<file path="src/rtl/pixel_array_ctrl_pkg.sv">
// Shared types, defaults and Gray-code helpers for the pixel array frame sequencer.
package pixel_ctrl_pkg;

  localparam int DW_DEFAULT           = 8;
  localparam int ERASE_CYCLES_DEFAULT = 5;
  localparam int READ_CYCLES_DEFAULT  = 2;

  // Widest word the conversion helpers handle. Callers zero-extend a DW-wide
  // value into it and truncate the result back. Leading zeros leave the
  // low DW bits of both conversions unchanged.
  localparam int MAXW = 32;

  typedef enum logic [3:0] {
    S_IDLE,
    S_ERASE,
    S_EXPOSE,
    S_CONVERT,
    S_TURN,
    S_RD1,
    S_HOLD1,
    S_RD2,
    S_HOLD2
  } ctrl_state_t;

  function automatic logic [MAXW-1:0] bin2gray(input logic [MAXW-1:0] b);
    return b ^ (b >> 1);
  endfunction

  // Each binary bit is the XOR of all Gray bits at or above it.
  function automatic logic [MAXW-1:0] gray2bin(input logic [MAXW-1:0] g);
    logic [MAXW-1:0] b;
    b[MAXW-1] = g[MAXW-1];
    for (int i = MAXW - 2; i >= 0; i--) begin
      b[i] = b[i+1] ^ g[i];
    end
    return b;
  endfunction

endpackage

</file>
<file path="src/rtl/pixel_array_ctrl_if.sv">
// Valid/ready pixel output channel: one row (two pixels) per transfer.
interface pixel_array_ctrl_if
  import pixel_ctrl_pkg::*;
#(
  parameter int DW = DW_DEFAULT
);

  logic [2*DW-1:0] pix_data;
  logic            pix_row;
  logic            pix_valid;
  logic            pix_ready;

  modport master (
    output pix_data,
    output pix_row,
    output pix_valid,
    input  pix_ready
  );

  modport slave (
    input  pix_data,
    input  pix_row,
    input  pix_valid,
    output pix_ready
  );

endinterface

</file>
<file path="src/rtl/pixel_array_ctrl_gray_ramp_counter.sv">
// Binary ramp counter presenting its value Gray-coded, so that consecutive
// bus values differ in exactly one bit. It stops at all-ones and never wraps.
module gray_ramp_counter
  import pixel_ctrl_pkg::*;
#(
  parameter int DW = DW_DEFAULT
) (
  input  logic          clk,
  input  logic          reset_n,
  input  logic          clear,
  input  logic          enable,
  output logic [DW-1:0] data_out,
  output logic          last
);

  logic [DW-1:0] r_cnt;
  logic [DW-1:0] r_gray;
  logic          r_last;
  logic [DW-1:0] w_cntNext;

  assign w_cntNext = r_cnt + DW'(1);

  // Gray value and end flag are registered alongside the count so that
  // data_out and last come straight from flops.
  always_ff @(posedge clk or negedge reset_n) begin
    if (!reset_n) begin
      r_cnt  <= '0;
      r_gray <= '0;
      r_last <= 1'b0;
    end else if (clear) begin
      r_cnt  <= '0;
      r_gray <= '0;
      r_last <= 1'b0;
    end else if (enable && !r_last) begin
      r_cnt  <= w_cntNext;
      r_gray <= DW'(bin2gray(MAXW'(w_cntNext)));
      r_last <= (w_cntNext == '1);
    end
  end

  assign data_out = r_gray;
  assign last     = r_last;

endmodule

</file>
<file path="src/rtl/pixel_array_ctrl.sv">
// Frame sequencer for the 2x2 pixel array: erase, expose, Gray ramp convert,
// bus turnaround, then read and hand out each row over valid/ready.
module pixel_array_ctrl
  import pixel_ctrl_pkg::*;
#(
  parameter int DW           = DW_DEFAULT,
  parameter int ERASE_CYCLES = ERASE_CYCLES_DEFAULT,
  parameter int READ_CYCLES  = READ_CYCLES_DEFAULT
) (
  input  logic              clk,
  input  logic              reset_n,
  input  logic              start,
  input  logic [DW-1:0]     exposure_time,
  output logic              busy,
  output logic              frame_done,
  output logic              PIX_RESET,
  output logic              ERASE,
  output logic              EXPOSE,
  output logic              CONVERT,
  output logic              READ1,
  output logic              READ2,
  output logic [DW-1:0]     data_out,
  output logic              data_oe,
  input  logic [DW-1:0]     data_in1,
  input  logic [DW-1:0]     data_in2,
  input  logic [DW-1:0]     data_in3,
  input  logic [DW-1:0]     data_in4,
  pixel_array_ctrl_if.master pix
);

  ctrl_state_t     r_state;
  logic [DW-1:0]   r_phase;
  logic [DW-1:0]   r_exposure;
  logic            r_busy;
  logic            r_frameDone;
  logic            r_pixReset;
  logic            r_erase;
  logic            r_expose;
  logic            r_convert;
  logic            r_read1;
  logic            r_read2;
  logic            r_dataOe;
  logic [2*DW-1:0] r_pixData;
  logic            r_pixRow;
  logic            r_pixValid;

  logic            w_rampClear;
  logic            w_rampEnable;
  logic            w_rampLast;
  logic [DW-1:0]   w_rampData;
  logic [DW-1:0]   w_exposeEnd;
  logic            w_eraseEnd;
  logic            w_readEnd;
  logic [2*DW-1:0] w_row1Bin;
  logic [2*DW-1:0] w_row2Bin;

  // The ramp only runs in CONVERT; it is held cleared everywhere else and
  // cleared on the final count so it leaves the bus at zero on exit.
  assign w_rampEnable = (r_state == S_CONVERT) && !w_rampLast;
  assign w_rampClear  = (r_state != S_CONVERT) || w_rampLast;

  gray_ramp_counter #(
    .DW (DW)
  ) u_ramp (
    .clk      (clk),
    .reset_n  (reset_n),
    .clear    (w_rampClear),
    .enable   (w_rampEnable),
    .data_out (w_rampData),
    .last     (w_rampLast)
  );

  // A zero exposure still gets one EXPOSE cycle.
  assign w_exposeEnd = (r_exposure == '0) ? '0 : (r_exposure - DW'(1));
  assign w_eraseEnd  = (r_phase == DW'(ERASE_CYCLES - 1));
  assign w_readEnd   = (r_phase == DW'(READ_CYCLES - 1));

  // Pixels hold the Gray code seen when their comparator tripped; hand out binary.
  assign w_row1Bin = {DW'(gray2bin(MAXW'(data_in2))), DW'(gray2bin(MAXW'(data_in1)))};
  assign w_row2Bin = {DW'(gray2bin(MAXW'(data_in4))), DW'(gray2bin(MAXW'(data_in3)))};

  // Frame sequencer: every output is set on the edge that enters its phase,
  // so all control lines are registered and change together with the state.
  always_ff @(posedge clk or negedge reset_n) begin
    if (!reset_n) begin
      r_state     <= S_IDLE;
      r_phase     <= '0;
      r_exposure  <= '0;
      r_busy      <= 1'b0;
      r_frameDone <= 1'b0;
      r_pixReset  <= 1'b0;
      r_erase     <= 1'b0;
      r_expose    <= 1'b0;
      r_convert   <= 1'b0;
      r_read1     <= 1'b0;
      r_read2     <= 1'b0;
      r_dataOe    <= 1'b0;
      r_pixData   <= '0;
      r_pixRow    <= 1'b0;
      r_pixValid  <= 1'b0;
    end else begin
      r_frameDone <= 1'b0;
      case (r_state)
        S_IDLE: begin
          if (start) begin
            r_exposure <= exposure_time;
            r_phase    <= '0;
            r_busy     <= 1'b1;
            r_erase    <= 1'b1;
            r_pixReset <= 1'b1;
            r_state    <= S_ERASE;
          end
        end
        S_ERASE: begin
          if (w_eraseEnd) begin
            r_erase    <= 1'b0;
            r_pixReset <= 1'b0;
            r_expose   <= 1'b1;
            r_phase    <= '0;
            r_state    <= S_EXPOSE;
          end else begin
            r_phase <= r_phase + DW'(1);
          end
        end
        S_EXPOSE: begin
          if (r_phase == w_exposeEnd) begin
            r_expose  <= 1'b0;
            r_convert <= 1'b1;
            r_dataOe  <= 1'b1;
            r_phase   <= '0;
            r_state   <= S_CONVERT;
          end else begin
            r_phase <= r_phase + DW'(1);
          end
        end
        S_CONVERT: begin
          if (w_rampLast) begin
            r_convert <= 1'b0;
            r_dataOe  <= 1'b0;
            r_state   <= S_TURN;
          end
        end
        S_TURN: begin
          r_read1 <= 1'b1;
          r_phase <= '0;
          r_state <= S_RD1;
        end
        S_RD1: begin
          if (w_readEnd) begin
            r_read1    <= 1'b0;
            r_pixData  <= w_row1Bin;
            r_pixRow   <= 1'b0;
            r_pixValid <= 1'b1;
            r_state    <= S_HOLD1;
          end else begin
            r_phase <= r_phase + DW'(1);
          end
        end
        S_HOLD1: begin
          if (pix.pix_ready) begin
            r_pixValid <= 1'b0;
            r_read2    <= 1'b1;
            r_phase    <= '0;
            r_state    <= S_RD2;
          end
        end
        S_RD2: begin
          if (w_readEnd) begin
            r_read2    <= 1'b0;
            r_pixData  <= w_row2Bin;
            r_pixRow   <= 1'b1;
            r_pixValid <= 1'b1;
            r_state    <= S_HOLD2;
          end else begin
            r_phase <= r_phase + DW'(1);
          end
        end
        S_HOLD2: begin
          if (pix.pix_ready) begin
            r_pixValid  <= 1'b0;
            r_busy      <= 1'b0;
            r_frameDone <= 1'b1;
            r_state     <= S_IDLE;
          end
        end
        default: begin
          r_state <= S_IDLE;
        end
      endcase
    end
  end

  assign busy          = r_busy;
  assign frame_done    = r_frameDone;
  assign PIX_RESET     = r_pixReset;
  assign ERASE         = r_erase;
  assign EXPOSE        = r_expose;
  assign CONVERT       = r_convert;
  assign READ1         = r_read1;
  assign READ2         = r_read2;
  assign data_out      = w_rampData;
  assign data_oe       = r_dataOe;
  assign pix.pix_data  = r_pixData;
  assign pix.pix_row   = r_pixRow;
  assign pix.pix_valid = r_pixValid;

endmodule
</file>
<file path="src/flat_wrapper.sv">
// flat-port wrapper written by rule: the top's interface ports become plain ports
module pixel_array_ctrl_flat import pixel_ctrl_pkg::*;
#(
  parameter int DW           = DW_DEFAULT,
  parameter int ERASE_CYCLES = ERASE_CYCLES_DEFAULT,
  parameter int READ_CYCLES  = READ_CYCLES_DEFAULT
)
  (clk, reset_n, start, exposure_time, busy, frame_done, PIX_RESET, ERASE, EXPOSE, CONVERT, READ1, READ2, data_out, data_oe, data_in1, data_in2, data_in3, data_in4, pix_pix_data, pix_pix_row, pix_pix_valid, pix_pix_ready);
  pixel_array_ctrl_if #(.DW(DW)) pix_i ();
  input  logic clk;
  input  logic reset_n;
  input  logic start;
  input  logic [DW-1:0] exposure_time;
  output logic busy;
  output logic frame_done;
  output logic PIX_RESET;
  output logic ERASE;
  output logic EXPOSE;
  output logic CONVERT;
  output logic READ1;
  output logic READ2;
  output logic [DW-1:0] data_out;
  output logic data_oe;
  input  logic [DW-1:0] data_in1;
  input  logic [DW-1:0] data_in2;
  input  logic [DW-1:0] data_in3;
  input  logic [DW-1:0] data_in4;
  output wire logic [$bits(pix_i.pix_data)-1:0] pix_pix_data;
  output wire logic [$bits(pix_i.pix_row)-1:0] pix_pix_row;
  output wire logic [$bits(pix_i.pix_valid)-1:0] pix_pix_valid;
  input wire logic [$bits(pix_i.pix_ready)-1:0] pix_pix_ready;
  assign pix_pix_data = pix_i.pix_data;
  assign pix_pix_row = pix_i.pix_row;
  assign pix_pix_valid = pix_i.pix_valid;
  assign pix_i.pix_ready = pix_pix_ready;
  pixel_array_ctrl #(.DW(DW), .ERASE_CYCLES(ERASE_CYCLES), .READ_CYCLES(READ_CYCLES)) u_core (.clk(clk), .reset_n(reset_n), .start(start), .exposure_time(exposure_time), .busy(busy), .frame_done(frame_done), .PIX_RESET(PIX_RESET), .ERASE(ERASE), .EXPOSE(EXPOSE), .CONVERT(CONVERT), .READ1(READ1), .READ2(READ2), .data_out(data_out), .data_oe(data_oe), .data_in1(data_in1), .data_in2(data_in2), .data_in3(data_in3), .data_in4(data_in4), .pix(pix_i));
endmodule
</file>
<file path="config.mk">
export PLATFORM = sky130hd
export DESIGN_NAME = pixel_array_ctrl_flat
export DESIGN_NICKNAME = d
export VERILOG_FILES = /design/src/rtl/pixel_array_ctrl_pkg.sv /design/src/rtl/pixel_array_ctrl_if.sv /design/src/rtl/pixel_array_ctrl_gray_ramp_counter.sv /design/src/rtl/pixel_array_ctrl.sv /design/src/flat_wrapper.sv
export SDC_FILE = /design/constraint.sdc
export NUM_CORES = 1
export LEC_CHECK = 0
export BUFFER_PORTS_ARGS = -buffer_cell sky130_fd_sc_hd__buf_2
export CORE_MARGIN = 8
export CORE_UTILIZATION = 45
export DETAILED_ROUTE_END_ITERATION = 8
export PLACE_DENSITY = 0.7
export SLEW_MARGIN = 20
export SYNTH_ARGS = -nofsm -noshare
export SYNTH_HDL_FRONTEND = slang
export SYNTH_SLANG_ARGS = --single-unit
</file>
<file path="constraint.sdc">
create_clock -name clk -period 2.6 [get_ports clk]
set_clock_uncertainty 0.05 [all_clocks]
set_input_delay 0.26 -clock clk [delete_from_list [all_inputs] [get_ports clk]]
set_output_delay 0.26 -clock clk [all_outputs]
set_load 0.1 [all_outputs]
</file>
# [Word level (Yosys, flattened, before mapping)]
# Index checks and enable logic that the tools add are counted.
[word_totals] inputBits=44 out_inout_bits=35 ff_bits=62
[classes] n_eq_ne=24 n_bitwise=29 n_reduce_logical=29 addsub=3 n_mux=45
[ops] operator="8-bit 2-to-1 mux" n=10
[ops] operator="8-bit one-hot mux with 6 select lines" n=1
[ops] operator="4-bit one-hot mux with 9 select lines" n=1
[ops] operator="16-bit 2-to-1 mux" n=2
[ops] operator="4-bit 2-to-1 mux" n=8
[ops] operator="16-bit one-hot mux with 2 select lines" n=1
[ops] operator="1-bit XOR" n=28
[ops] operator="3-bit AND reduction" n=7
[ops] operator="2-bit nonzero test" n=9
[ops] operator="8-bit by 1-bit adder with 8-bit output, second input constant" n=2
[ops] operator="4-bit by 3-bit == test with 1-bit output, second input constant" n=4
[ops] operator="1-bit one-hot mux with 2 select lines" n=8
[ops] operator="1-bit 2-to-1 mux" n=14
[ops] operator="2-bit by 1-bit inequality test with 1-bit output, second input constant" n=6
[ops] operator="2-bit inequality test, second input constant" n=5
[ops] operator="4-bit by 2-bit == test with 1-bit output, second input constant" n=2
[ops] operator="8-bit by 1-bit == test with 1-bit output, second input constant" n=1
[ops] operator="8-bit by 3-bit == test with 1-bit output, second input constant" n=1
[ops] operator="8-bit == test" n=1
[ops] operator="8-bit == test, second input constant" n=1
[ops] operator="8-bit logical NOT" n=1
[ops] operator="8-bit AND reduction" n=1
[ops] operator="8-bit by 1-bit subtractor with 8-bit output, second input constant" n=1
[ops] operator="8-bit by 7-bit XOR with 8-bit output" n=1
[ops] operator="11 further kinds" n=14

# [Logic depth before layout (Yosys ltp)]
[depth] depth_word=9 depth_mapped=9 ltp_nobuf=9

# [Modules after synthesis]
# From an unflattened synthesis, not the netlist that was laid out.
[unflattened] hier_cells=453 area_unflattened_um2=4206.5
[by_module_without_submodules] mod="pixel_array_ctrl" cells_per_inst=349 area_per_inst_um2=3223.1 instances=1
[by_module_without_submodules] mod="gray_ramp_counter" cells_per_inst=104 area_per_inst_um2=983.4 instances=1

# [Worst setup path after synthesis]
# Ideal clock, no wire load.
[synth_timing] path_type="register to register" startpoint="register u_core.r_exposure[0]" endpoint="register u_core.r_phase[3]" path_buffers=0 setup_time_ns=0.129 stages_incl_launch_ff=9 setup_slack_ns=0.138 required_ns=2.421 arrival_time_ns=2.284 cell_sequence="dfrtp_1 -> inv_1 -> ha_1 -> or4_1 -> a311o_1 -> a32oi_2 -> nand4_4 -> a21oi_4 -> o22ai_1"
[synth_via] elab_chain_cells=5 word_cells_on_any_way=6
[synth_lines] item="from (decl)" line_no="pixel_array_ctrl.sv:33" text="logic [DW-1:0] r_exposure;"
[synth_lines] item="from (signal assigned)" line_no="pixel_array_ctrl.sv:106" text="r_exposure <= exposure_time;"
[synth_lines] item="8-bit by 1-bit subtractor with 8-bit output / 8-bit logical NOT (equally long branches)" line_no="pixel_array_ctrl.sv:74" text="assign w_exposeEnd = (r_exposure == '0) ? '0 : (r_exposure - DW'(1));"
[synth_lines] item="8-bit 2-to-1 mux *" line_no="pixel_array_ctrl.sv:74"
[synth_lines] item="8-bit == test *" line_no="pixel_array_ctrl.sv:126" text="if (r_phase == w_exposeEnd) begin"
[synth_lines] item="8-bit 2-to-1 mux *" line_no="pixel_array_ctrl.sv:126"
[synth_lines] item="8-bit one-hot mux with 6 select lines *" line_no="pixel_array_ctrl.sv:103" text="case (r_state)"
[synth_lines] item="to (signal assigned)" line_no="pixel_array_ctrl.sv:122" text="r_phase <= r_phase + DW'(1);"
[synth_lines] item="to (signal assigned)" line_no="pixel_array_ctrl.sv:133" text="r_phase <= r_phase + DW'(1);"
[synth_lines] item="to (signal assigned)" line_no="pixel_array_ctrl.sv:156" text="r_phase <= r_phase + DW'(1);"
[synth_lines] item="to (decl)" line_no="pixel_array_ctrl.sv:32" text="logic [DW-1:0] r_phase;"
# Mark *: on every way between the ends. The rest lies on a longest branch, timed or not.
# A chain may end at the register's enable or synchronous reset.

# [Worst setup path in the final report]
[layout_timing] startpoint="register u_core.r_exposure[0]" endpoint="register u_core.r_phase[5]"
# Same word-level chain as after synthesis.

==> results.md <==
| Stage | Item | Value |
|:---|:---|:---|
| setup path | WP data arrival | 2.66 ns |
| floorplan | Top-level I/O count | 79 |
| setup path | Crit Path Max Fanout | 6 |
| power and ir drop | Net switching power | 1820 uW |
| sta | Summed negative setup slack over all endpoints | 0 ns |
| setup path | Startpoint kind of the worst setup timing path | register |
| logic synthesis | Library cells used by synthesis | 60 |
| setup path | Gate family responsible for the most delay along the worst path | compound AO/OA/AOI/OAI gates |
| power and ir drop | Net switching fraction of the power | 0.426 |
| global route | Global route total overflow | 0 |
| global route | Largest net degree at the start of global routing | 62 |
| finish | Fill cell total of the finished layout | 678 |
| floorplan | Rows | 33 |
| setup path | Endpoint kind of the worst setup timing path | register |
| logic synthesis | Sequential-to-total area share from yosys stat | 0.409 |
| route | Aggregate routed wire length | 8.66 mm |
| setup path | Cell Chain, Critical Path | inv_1 -> ha_2 -> or4_1 -> a311o_1 -> a32oi_2 -> nand4_4 -> buf_6 -> a21oi_1 -> o22ai_1 |
| route | Per-cell via count in the routed design | 5.32 |
| placed design | Detail Placement HPWL | 6.46 mm |
| floorplan | Starting utilization of the core area | 0.459 |
| sta | Fmax | 401 MHz |
| logic synthesis | Primary FF master, synth | dfrtp_1 |
| finish | Number of diodes added for antenna fixing | 0 |
| finish | Final-stage net count | 533 |
| cts | Sink Count | 61 |
| power and ir drop | Internal portion of total power | 2450 uW |
| power and ir drop | Power density of the placed cells | 946 nW/um2 |
| sta | Headroom to the max-slew limit | 0.497 |
| cts | Buffer levels on the longest clock path | 2 |
| cts | Number of H-tree levels | 3 |
| global route | Number of global-route vias before repair | 3133 |
| cts | Clock Latency Late Sink | 0.34 ns |
| placed design | Worst setup slack before clock tree synthesis | 0.0628 ns |
| floorplan | Die Outline Area | 11500 um2 |
| power and ir drop | Part of the power in combinational logic | 0.474 |
| logic synthesis | Flip-flop and latch count after synthesis | 61 |
| logic synthesis | Netlist area before placement | 3730 um2 |
| sta | Pins over their slew limit | 0 |
| status | Status | complete, no violations |
| sta | Minimum clock period | 2.49 ns |
| logic synthesis | Number of flops mapped to enable cells by yosys | 0 |
| power and ir drop | Sequential share of power | 0.312 |
| sta | Smallest setup slack after layout | 0.109 ns |
| floorplan | Die Y | 107 um |
| sta | Part of the cycle the worst path needs | 0.958 |
| worst hold path | Kind of path behind the tightest hold check | input pin to async pin |
| route | Number of nets still failing antenna checks after routing | 0 |
| setup path | Combined buffer and inverter count along the critical path | 2 |
| route | Routed wire length per instance | 14.7 um |
| global route | Total global routing track utilization | 0.153 |
| placed design | Port Buffer Count | 78 |
| cts | Post-CTS clock slew at the launch and capture registers of the worst setup and hold paths | 0.07 ns |
| power and ir drop | Fraction of power consumed by the clock network | 0.213 |
| setup path | CP max stage delay | 0.53 ns |
| floorplan | Die span in x | 107 um |
| job | Max cap viols | 0 |
| logic synthesis | Fraction of registers with async set/reset | 1.00 |
| floorplan | Placeable core region | 8130 um2 |
| global route | Global-route wire length before repair | 14.3 mm |
| setup path | CP required | 2.77 ns |
| route | Via Count | 3141 |
| setup path | Slowest cell on crit path | or4_1 |
| sta | Hold violation total from the final report | 0 |
| route | Pre-antenna DRT Iters | 4 |
| power and ir drop | Worst VDD drop | 0.616 mV |
| cts | Total CTS buffers | 9 |
| global route | Initial antenna violation count | 0 |
| power and ir drop | Static leakage | 0.00216 uW |
| cts | Clock tree from TritonCTS | yes |
| sta | Setup violations, final | 0 |
| placed design | Routability congestion estimate from global placement | 0.788 |
| route | Number of violations reported at the end of detailed-routing iteration 0 | 120 |
| logic synthesis | Synthesis warning total | 0 |
| logic synthesis | Synthesized area divided by synthesized cell count | 9.52 um2 |
| setup path | WS Path Type | register to register |
| finish | Fraction of final layout cells sized beyond drive strength 1 | 0.280 |
| sta | Transition time at the pin with the least slew margin | 0.755 ns |
| logic synthesis | Synthesized netlist net count | 445 |
| logic synthesis | Cells after Synth | 392 |
| finish | Layout Area Growth over Synthesis | 21.0% |
| route | DRC violations left | 0 |
| setup path | R2R Setup Slk | 0.11 ns |
| cts | Root Driver | clkbuf_8 |
[stage by stage]
| step | power [uW] | instance area [um2] | instances | hold slack [ns] | util |
|---|---|---|---|---|---|
| 2_1_floorplan | 2890 | 3730 | 392 | -0.0856 | - |
| 3_3_place_gp | 3280 | 4240 | 569 | 0.413 | 0.522 |
| 3_5_place_dp | 3310 | 4240 | 569 | 0.419 | 0.522 |
| 4_1_cts | 4240 | 4460 | 585 | 0.0483 | 0.548 |
| 5_1_grt | 4560 | 4520 | 590 | 0.0882 | 0.556 |
| 6_report | 4270 | 4520 | 590 | 0.0221 | 0.556 |
[metal layers]
metal / GRT usage / wire [um]
met1: 0.177 / 3600
met2: 0.263 / 4470
met3: 0.0294 / 361
met4: 0.0774 / 227
met5: 0 / 0
[cell families (layout without fill, tap and decap cells)]
logic type | count (synthesis) | after routing | share of synthesized area
and+or+nand+nor | 131 | 131 | 0.183
AOI/OAI and AO/OA | 82 | 82 | 0.139
DFF | 61 | 61 | 0.409
xor gates and xnor gates | 45 | 45 | 0.130
buffers and inverters | 45 | 138 | 0.0546
muxes | 19 | 19 | 0.0543
adders and majority gates | 9 | 9 | 0.0302
[power by group through the flow]
stage	sequential [uW]	combinational (uW)	clock [uW]
2_1_floorplan	1470	1420	0
3_3_place_gp	1340	1940	0
3_5_place_dp	1340	1970	0
4_1_cts	1330	1980	929
5_1_grt	1360	2220	972
6_report	1330	2030	911
[state kept, by name (all words and copies together) (netlist names), 4 cells and up]
signal and cells:
u_core.u_ramp.r_cnt 7, u_core.u_ramp.data_out 8, u_core.pix.pix_data 16, u_core.r_state 4, u_core.r_exposure 8, u_core.r_phase 8
[synthesized netlist by cell type, types with 2 or more instances]
library cell,instances,area [um2]
o21ai_0,20,100
nor3_1,10,50.1
a31oi_1,3,18.8
buf_6,3,33.8
inv_1,27,101
ha_1,9,113
dfrtp_1,61,1530
and3_1,4,25.0
mux2_2,10,113
o221ai_1,2,17.5
buf_4,3,22.5
or3_1,3,18.8
nor3b_1,2,15.0
mux2i_1,9,90.1
o22ai_1,8,50.1
nand2_1,36,135
o21ai_1,15,75.1
nand4_1,4,25.0
nor2_1,37,139
xor3_1,2,47.6
xor2_1,16,140
nand2b_1,3,18.8
a22o_1,3,26.3
clkbuf_1,10,37.5
a211oi_1,2,15.0
xnor2_1,22,193
a21boi_0,2,15.0
nand3_1,9,45.0
nor2b_1,5,31.3
nor4_1,4,25.0
or4_1,2,15.0
a21oi_1,15,75.1
xnor3_1,4,90.1
[final timing paths]
check                                             from                   endpoint  cells past startpoint
min in group clk                      exposure_time[2]       u_core.r_exposure[2]                      2
worst min register to register  u_core.pix.pix_data[7]     u_core.pix.pix_data[7]                      2
max in group asynchronous                      reset_n     u_core.pix.pix_data[2]                      2
worst max register to register    u_core.r_exposure[0]          u_core.r_phase[5]                      9
worst max-delay path              u_core.r_exposure[0]          u_core.r_phase[5]                      9
worst min-delay path                           reset_n  u_core.u_ramp.data_out[6]                      2
[repair_timing]
item,CTS,global route
hold buffers,0,0
setup endpoints to repair,0,11
gates resized for setup,0,9
endpoints found under the hold margin,0,0
buffers inserted,0,5
[area by class of cell]
type	count	area [um2]	share of cell area
inverters	27	101	0.0224
clock buffers	9	124	0.0274
repair buffers	95	522	0.115
clock inverters	7	90.1	0.0199
flip-flops and latches	61	1530	0.338
multi-input cells	286	2020	0.448
well taps	105	131	0.0291
[cells in the final DEF, fill, tap and decap left out, types with 2 or more instances in the layout]
cell / instances
a211oi_1: 2
a21boi_0: 2
a21oi_1: 15
a22o_1: 3
a31oi_1: 3
and3_1: 4
buf_2: 78
buf_4: 16
bufinv_16: 2
clkbuf_8: 9
clkinv_2: 3
clkinvlp_4: 2
dfrtp_1: 61
ha_1: 8
inv_1: 27
mux2_2: 10
mux2i_1: 9
nand2_1: 36
nand2b_1: 3
nand3_1: 9
nand4_1: 4
nor2_1: 37
nor2b_1: 5
nor3_1: 10
nor3b_1: 2
nor4_1: 3
o21ai_0: 19
o21ai_1: 16
o22ai_1: 8
or3_1: 3
or4_1: 2
xnor2_1: 22
xnor3_1: 4
xor2_1: 16
xor3_1: 2
(Power assumes the default switching activity.)
